<file path="config.mk">
export PLATFORM = sky130hd
export DESIGN_NAME = mem_arbiter
export DESIGN_NICKNAME = d
export VERILOG_FILES = /design/src/rtl/mem_arbiter.sv
export SDC_FILE = /design/constraint.sdc
export NUM_CORES = 1
export LEC_CHECK = 0
export BUFFER_PORTS_ARGS = -buffer_cell sky130_fd_sc_hd__buf_2
export CAP_MARGIN = 10
export CORE_MARGIN = 3
export CORE_UTILIZATION = 52
export DETAILED_ROUTE_END_ITERATION = 8
export PLACE_DENSITY = 0.95
export SYNTH_ARGS = -nofsm -noshare
export SYNTH_HDL_FRONTEND = slang
export SYNTH_SLANG_ARGS = --single-unit
export TNS_END_PERCENT = 100
</file>
<file path="constraint.sdc">
create_clock -name clk -period 9.9 [get_ports clk]
set_clock_uncertainty 0.15 [all_clocks]
set_input_delay 1.98 -clock clk [delete_from_list [all_inputs] [get_ports clk]]
set_output_delay 1.98 -clock clk [all_outputs]
set_load 0.05 [all_outputs]
</file>
<file path="src/rtl/mem_arbiter.sv">
// mem_arbiter: shares one memory port between instruction fetch (IF) and the
// M stage (DM). One transfer is outstanding at a time. DM wins contested
// grants until FAIR_MAX DM grants in a row have been made while IF was
// waiting; the next contested grant then goes to IF.
//
// Ports:
//   clk, reset                      clock, async active-high reset
//   if_req/if_addr                  fetch read request
//   if_ack/if_rdata                 fetch completion pulse + instruction word
//   dm_req/dm_write/dm_byteword     M-stage request and its control bits
//   dm_addr/dm_wdata                M-stage address / store data
//   dm_ack/dm_rdata                 M-stage completion pulse + load data
//   err                             pulses with the ack of a timed-out transfer
//   mem_req/mem_write/mem_byteword  memory request, held until mem_ready
//   mem_addr/mem_wdata              memory address / write data
//   mem_rdata/mem_ready             memory read data and completion
module mem_arbiter #(
    parameter int ADDR_W   = 32,
    parameter int DATA_W   = 32,
    parameter int FAIR_MAX = 4,
    parameter int TIMEOUT  = 64
) (
    input  logic              clk,
    input  logic              reset,
    input  logic              if_req,
    input  logic [ADDR_W-1:0] if_addr,
    output logic              if_ack,
    output logic [DATA_W-1:0] if_rdata,
    input  logic              dm_req,
    input  logic              dm_write,
    input  logic              dm_byteword,
    input  logic [ADDR_W-1:0] dm_addr,
    input  logic [DATA_W-1:0] dm_wdata,
    output logic              dm_ack,
    output logic [DATA_W-1:0] dm_rdata,
    output logic              err,
    output logic              mem_req,
    output logic              mem_write,
    output logic              mem_byteword,
    output logic [ADDR_W-1:0] mem_addr,
    output logic [DATA_W-1:0] mem_wdata,
    input  logic [DATA_W-1:0] mem_rdata,
    input  logic              mem_ready
);

    localparam int FW = $clog2(FAIR_MAX + 1);
    localparam int TW = $clog2(TIMEOUT);
    localparam logic [FW-1:0] FAIR_TOP = FW'(FAIR_MAX);
    localparam logic [TW-1:0] TMO_LAST = TW'(TIMEOUT - 1);

    typedef enum logic [1:0] {IDLE, REQ, RESP} state_t;

    state_t        state, state_nx;
    logic [FW-1:0] fair_cnt;
    logic [TW-1:0] tmo_cnt;
    logic          owner_dm;
    logic          start, grant_dm, done_ok, done_to;

    always_ff @(posedge clk or posedge reset) begin
        if (reset) state <= IDLE;
        else       state <= state_nx;
    end

    always_comb begin
        state_nx = state;
        start    = 1'b0;
        grant_dm = 1'b0;
        done_ok  = 1'b0;
        done_to  = 1'b0;
        case (state)
            IDLE: if (dm_req || if_req) begin
                start    = 1'b1;
                grant_dm = dm_req && !(if_req && fair_cnt == FAIR_TOP);
                state_nx = REQ;
            end
            // mem_ready wins over a timeout landing in the same cycle
            REQ: if (mem_ready) begin
                done_ok  = 1'b1;
                state_nx = RESP;
            end else if (tmo_cnt == TMO_LAST) begin
                done_to  = 1'b1;
                state_nx = RESP;
            end
            RESP:    state_nx = IDLE;
            default: state_nx = IDLE;
        endcase
    end

    always_ff @(posedge clk or posedge reset) begin
        if (reset) begin
            fair_cnt     <= '0;
            tmo_cnt      <= '0;
            owner_dm     <= 1'b0;
            mem_req      <= 1'b0;
            mem_write    <= 1'b0;
            mem_byteword <= 1'b0;
            mem_addr     <= '0;
            mem_wdata    <= '0;
            if_ack       <= 1'b0;
            dm_ack       <= 1'b0;
            if_rdata     <= '0;
            dm_rdata     <= '0;
            err          <= 1'b0;
        end else begin
            if_ack <= 1'b0;
            dm_ack <= 1'b0;
            err    <= 1'b0;
            if (start) begin
                // fetch is always a word read
                mem_req      <= 1'b1;
                mem_write    <= grant_dm & dm_write;
                mem_byteword <= grant_dm ? dm_byteword : 1'b1;
                mem_addr     <= grant_dm ? dm_addr : if_addr;
                mem_wdata    <= grant_dm ? dm_wdata : '0;
                owner_dm     <= grant_dm;
                tmo_cnt      <= '0;
                // only a DM grant that made fetch wait counts toward fairness
                if (grant_dm && if_req) begin
                    if (fair_cnt != FAIR_TOP) fair_cnt <= fair_cnt + 1'b1;
                end else begin
                    fair_cnt <= '0;
                end
            end
            if (state == REQ) begin
                if (done_ok || done_to) begin
                    mem_req <= 1'b0;
                    err     <= done_to;
                    if (owner_dm) begin
                        dm_ack   <= 1'b1;
                        dm_rdata <= done_ok ? mem_rdata : '0;
                    end else begin
                        if_ack   <= 1'b1;
                        if_rdata <= done_ok ? mem_rdata : '0;
                    end
                end else begin
                    tmo_cnt <= tmo_cnt + 1'b1;
                end
            end
        end
    end

endmodule

</file>
==> results of run 1 <==
layout by cell type, fill, tap and decap left out, types with 4 or more instances in the layout:
master	n
inv_1	39
clkinv_4	4
mux2i_1	4
bufinv_16	4
o211ai_1	33
dfrtp_1	146
o21ai_0	38
nand3_1	5
a21o_1	65
a22o_1	95
o2111ai_1	32
buf_4	11
buf_2	268
clkbuf_16	17
final timing paths:
kind                               from      endpoint  slack [ns]  cells past startpoint
max reg2reg                    state[1]   fair_cnt[2]        7.73                      3
min in group asynchronous         reset  mem_wdata[2]        1.49                      2
min                        dm_rdata[31]  dm_rdata[31]        0.35                      1
min reg2reg                dm_rdata[31]  dm_rdata[31]        0.35                      1
max in group asynchronous         reset  mem_addr[19]        6.68                      3
max                              if_req  mem_byteword        6.41                      5
logic make-up (layout without fill, tap and decap cells):
| kind of cell | count (synthesis) | in the layout |
|---|---|---|
| DFF | 146 | 146 |
| buffers and inverters | 96 | 350 |
| muxes | 6 | 6 |
| adders and majority gates | 3 | 3 |
| AOI/OAI and AO/OA | 276 | 276 |
| and+or+nand+nor | 30 | 30 |
final cells by class:
class	count	area, µm²
inverter	40	155
multi-input combinational	315	2440
tap	168	210
fill	916	3600
timing repair buffer	279	1420
clock buffer	19	443
clock inverter	12	181
sequential	146	3650
worst register-to-register path, cell delays in order, from the launching register on:
cell	delay [ns]
dfrtp_1	0.49
or2_1	0.92
o31ai_1	0.21
a32o_1	0.29
power by group:
part           switching [mW]  internal (mW)
Sequential              0.179          0.854
Combinational            1.32          0.546
Clock                   0.240          0.429
state kept, by name (all words and copies together) (netlist names):
| register | flops |
|---|---|
| mem_req | 1 |
| mem_wdata | 32 |
| state | 2 |
| err | 1 |
| if_ack | 1 |
| owner_dm | 1 |
| if_rdata | 32 |
| mem_byteword | 1 |
| dm_rdata | 32 |
| dm_ack | 1 |
| mem_addr | 32 |
| fair_cnt | 3 |
| mem_write | 1 |
| tmo_cnt | 6 |
metrics by stage:
| step | power [mW] | std cells |
|---|---|---|
| final | 3.57 | 979 |
| after global routing | 3.75 | 979 |
| after CTS | 3.59 | 979 |
| after detailed placement | 2.91 | 948 |
| after global placement | 2.86 | 948 |
| after floorplan | 2.48 | 557 |
metal layers:
metal  vias up  GRT usage (%)
met2       287           45.0
met1      2825           33.3
met5         -              0
met3        20           5.48
li1       2617              -
met4         0           7.62
==> flow_metrics.py, run 1 <==
metrics = {
    "logic_synthesis": {
        "synth.cell_area_um2": 6500,
        "synth_area_leader_cell": "dfrtp_1",
        "yosysUniqueCellTypes": 42,
        "ys_seq_elements": 146,
        "ys_seq_area_share_pct": 56.2,
        "muxShareOfSynthArea_pct": 0.962,
        "synth_area_leaders": "dfrtp_1, a22o_1, a21o_1, o2111ai_1, o211ai_1",
        "synth_top_area_share_pct": 56.2,
        "synth_top_family_by_area": "compound AO/OA/AOI/OAI gates",
        "ys_async_sr_fraction_pct": 100,
        "synth_compound_area_share_pct": 33.0,
        "synth.avg_cell_area_um2": 11.7,
        "yosys.area_share.simple_pct": 2.77,
        "ys_top_cells_by_count": "dfrtp_1, a22o_1, a21o_1, inv_1, clkbuf_1",
        "synth_fp_nets": 695,
        "synth_warnings": 0,
        "synth-edff-count": 0,
        "yosys.area_share.xor_xnor_pct": 0,
        "syn_inst": 557,
        "synth_fa_ha_area_share_pct": 0.577,
        "ys.flop_type": "dfrtp_1",
        "synth_most_common_cell": "dfrtp_1",
    },
    "drt": {
        "avgRoutedWirePerCell_um": 18.1,
        "wl_met2_um": 9010,
        "wl_um": 17800,
        "first_iter_violations": 414,
        "top_layer": "met4",
        "viasPerCell": 5.87,
        "wl_met1_um": 7160,
        "ant_nets": 0,
        "drc": 0,
        "dr.pass1.iters": 5,
        "vias": 5749,
        "met3_length_um": 1310,
    },
    "floorplanning": {
        "chipHeight_um": 118,
        "initial_utilization_pct": 53.7,
        "dieArea_um2": 13900,
        "ioPinCount": 269,
        "dieWidth_um": 118,
        "num_rows": 40,
        "core_area_um2": 12100,
    },
    "timing": {
        "fin_tns_setup_ns": 0,
        "fin_crit_ns": 3.49,
        "final.period_utilization_pct": 35.2,
        "final_hold_viol_count": 0,
        "maxSlewHeadroom_pct": 24.0,
        "tightest_slew_ns": 1.14,
        "whs_ns": 0.346,
        "setup_violations": 0,
        "max_freq_mhz": 287,
        "grt_setup_unrepaired": "false",
        "slew_viol_final": 0,
        "worst_slack_ns": 6.41,
    },
    "placed_design": {
        "io_buffers": 268,
        "hpwl_um": 12100,
        "dp_slack_ns": 6.01,
        "gp_congestion": 0.856,
        "place_area_um2": 7890,
    },
    "outcome": {
        "status": "finished clean",
    },
    "flow_run": {
        "maxCapViolCount": 0,
    },
    "finish": {
        "area_delta_synth_final_pct": 30.9,
        "post-route-util_pct": 70.3,
        "drive_gt1_share_pct": 39.2,
        "fin_nets": 937,
        "final_area_um2": 8510,
        "antennaDiodeCount": 0,
    },
    "setup_path": {
        "path_class": "in2reg",
        "crit_buf_inv": 2,
        "cp.required_ns": 10.03,
        "critPathMaxStageDelay_ns": 0.62,
        "path_delay_family": "simple AND/OR/NAND/NOR gates",
        "worstPathMaxFanout": 38,
        "crit_path_top_delay_cell": "nor2_2",
        "critPathLaunchType": "primary input",
        "worstPathArrival_ns": 3.62,
        "cp-end-kind": "register",
        "timing.critical_path.cells": "buf_2 > nor2_2 > buf_4 > nor2_1 > o22a_1",
    },
    "cts": {
        "cts_num_sinks": 146,
        "hold_buffers": 0,
        "cts-htree-levels": 4,
        "clockRootBuffer": "clkbuf_16",
        "clockBufferDepth": 2,
        "clkLatencyLatePin_ns": 0.40,
        "cts_resized": 0,
        "post-cts-setup-buffer-count": 0,
        "cts_tree": "done",
        "numCtsBuffers": 17,
        "clkTransAtPathRegs_ns": 0.06,
    },
    "global_routing": {
        "grt_pass1_wl_um": 29200,
        "gr-total-overflow": 0,
        "grt_pass1_vias": 5727,
        "grt_usage_pct": 26.1,
        "antenna_found_initial": 0,
        "grt_start_max_net_pins": 84,
    },
    "hold_path": {
        "hp-class": "reg2reg",
    },
    "pwr": {
        "powerDensity_nw_per_um2": 420,
        "vdd_ir_drop_max_mv": 0.341,
        "leakage_nw": 4.11,
    },
}
No activity file was read; power rests on OpenSTA's default activity.
==> run 2, diff against run 1 <==
CORE_UTILIZATION = 44   (was 52)
PLACE_DENSITY = 0.86   (was 0.95)
clock period = 3 ns   (was 9.9 ns; I/O delays follow)
==> flow_metrics.py, run 2 (synthesis gave the netlist of run 1 again) <==
metrics = {
    "timing": {
        "grt_setup_unrepaired": "false",
        "slew_viol_final": 0,
        "fin_tns_setup_ns": 0,
        "setup_violations": 0,
        "fin_crit_ns": 2.17,
        "final.period_utilization_pct": 72.3,
        "maxSlewHeadroom_pct": 18.9,
        "final_hold_viol_count": 0,
        "max_freq_mhz": 461,
        "tightest_slew_ns": 1.22,
    },
    "setup_path": {
        "timing.critical_path.cells": "inv_1 > ha_1 > and2_1 > o2111ai_1 > o211ai_1",
        "worstPathArrival_ns": 2.35,
        "path_class": "reg2reg",
        "cp-end-kind": "register",
        "critPathMaxStageDelay_ns": 0.94,
        "critPathLaunchType": "register",
        "cp.required_ns": 3.18,
        "crit_path_top_delay_cell": "and2_1",
        "worstPathMaxFanout": 32,
    },
    "drt": {
        "wl_um": 17900,
        "dr.pass1.iters": 4,
        "drc": 0,
        "avgRoutedWirePerCell_um": 18.0,
        "first_iter_violations": 341,
        "ant_nets": 0,
        "viasPerCell": 5.72,
        "vias": 5701,
    },
    "placed_design": {
        "place_area_um2": 7950,
        "hpwl_um": 12000,
        "io_buffers": 268,
        "gp_congestion": 0.817,
        "place_inst": 963,
    },
    "finish": {
        "layout_common_cells": "buf_2, dfrtp_1, a22o_1",
        "fin_nets": 941,
        "antennaDiodeCount": 0,
        "instances_no_fill": 996,
        "area_delta_synth_final_pct": 31.6,
        "drive_gt1_share_pct": 39.7,
        "final_area_um2": 8560,
        "mostFrequentLayoutCell": "buf_2",
    },
    "cts": {
        "clockRootBuffer": "clkbuf_16",
        "cts_num_sinks": 146,
        "cts_tree": "done",
        "clkTransAtPathRegs_ns": 0.06,
        "cts-htree-levels": 4,
        "clkLatencyLatePin_ns": 0.41,
        "hold_buffers": 0,
        "numCtsBuffers": 17,
        "post-cts-setup-buffer-count": 0,
        "cts_resized": 0,
        "clockBufferDepth": 2,
    },
    "floorplanning": {
        "num_rows": 43,
        "chipHeight_um": 128,
        "ioPinCount": 269,
        "dieWidth_um": 128,
        "initial_utilization_pct": 46.0,
        "dieArea_um2": 16300,
        "core_area_um2": 14100,
    },
    "pwr": {
        "leakage_nw": 4.12,
        "vdd_ir_drop_max_mv": 0.803,
        "powerDensity_nw_per_um2": 1370,
    },
    "flow_run": {
        "maxCapViolCount": 0,
    },
    "global_routing": {
        "antenna_found_initial": 0,
        "globalRouteMet2Util_pct": 36.5,
        "grt_pass1_vias": 5680,
        "grt_usage_pct": 21.8,
        "grt_start_max_net_pins": 100,
        "gr-total-overflow": 0,
        "grt_busiest_layer": "met2",
        "grt_util_met1_pct": 27.8,
        "met3_usage_pct": 5.56,
        "grt_pass1_wl_um": 28800,
    },
    "outcome": {
        "status": "finished clean",
    },
    "hold_path": {
        "hp-class": "in2async",
    },
}
run 2: cell types whose count changed in the layout (fill, tap and decap cells not counted), sizes merged:
cell	delta
clkinvlp	+3
inv	+4
bufinv	-2
buf	+4
clkinv	-4
run 2: area by class of cell:
cell class / instances / area, µm²
flip-flops and latches: 146 / 3650
clock inverters: 13 / 145
well taps: 180 / 225
fillers: 1164 / 5590
repair buffers: 283 / 1490
clock buffers: 19 / 453
inverters: 40 / 154
multi-input cells: 315 / 2440
run 2: path summary, 6_finish.rpt:
| check | from | endpoint | slack (ns) | cells after the start |
|---|---|---|---|---|
| min | reset | mem_addr[0] | 0.19 | 3 |
| max | fair_cnt[0] | mem_addr[6] | 0.83 | 5 |
| min reg2reg | if_rdata[31] | if_rdata[31] | 0.34 | 1 |
| max reg2reg | fair_cnt[0] | mem_addr[6] | 0.83 | 5 |
| max in group asynchronous | reset | if_rdata[15] | 2.05 | 3 |
| min in group clk | dm_wdata[30] | mem_wdata[30] | 0.25 | 2 |
run 2: routing by layer:
layer | up-vias | routed length [µm]
li1 | 2624 | -
met1 | 2774 | 7260
met2 | 277 | 8880
met3 | 26 | 1500
met4 | 0 | 295
met5 | - | 0
run 2: critical path: cells and delay by family, from the launching register on:
kind,cells,cell delay [ns]
fa+ha+maj,1,0.15
buf+inv,1,0.07
compound gates,2,0.35
flops,1,0.41
simple gates,1,0.94
run 2: report_power, final:
group	internal (mW)	total [mW]	switching, mW
logic	1.83	6.17	4.35
clock network	1.28	2.14	0.859
registers	2.82	3.39	0.577
total	5.93	11.7	5.78
run 2: through the flow:
step / power, mW / utilization (%) / setup WS, ns / hold slack [ns]
floorplan: 8.19 / - / 0.417 / 0.317
global placement: 9.45 / 56.2 / 0.723 / 0.327
detailed placement: 9.60 / 56.2 / 0.673 / 0.335
CTS: 11.8 / 60.4 / 0.645 / 0.207
global route: 12.3 / 60.5 / 0.658 / 0.234
finish: 11.7 / 60.5 / 0.831 / 0.189
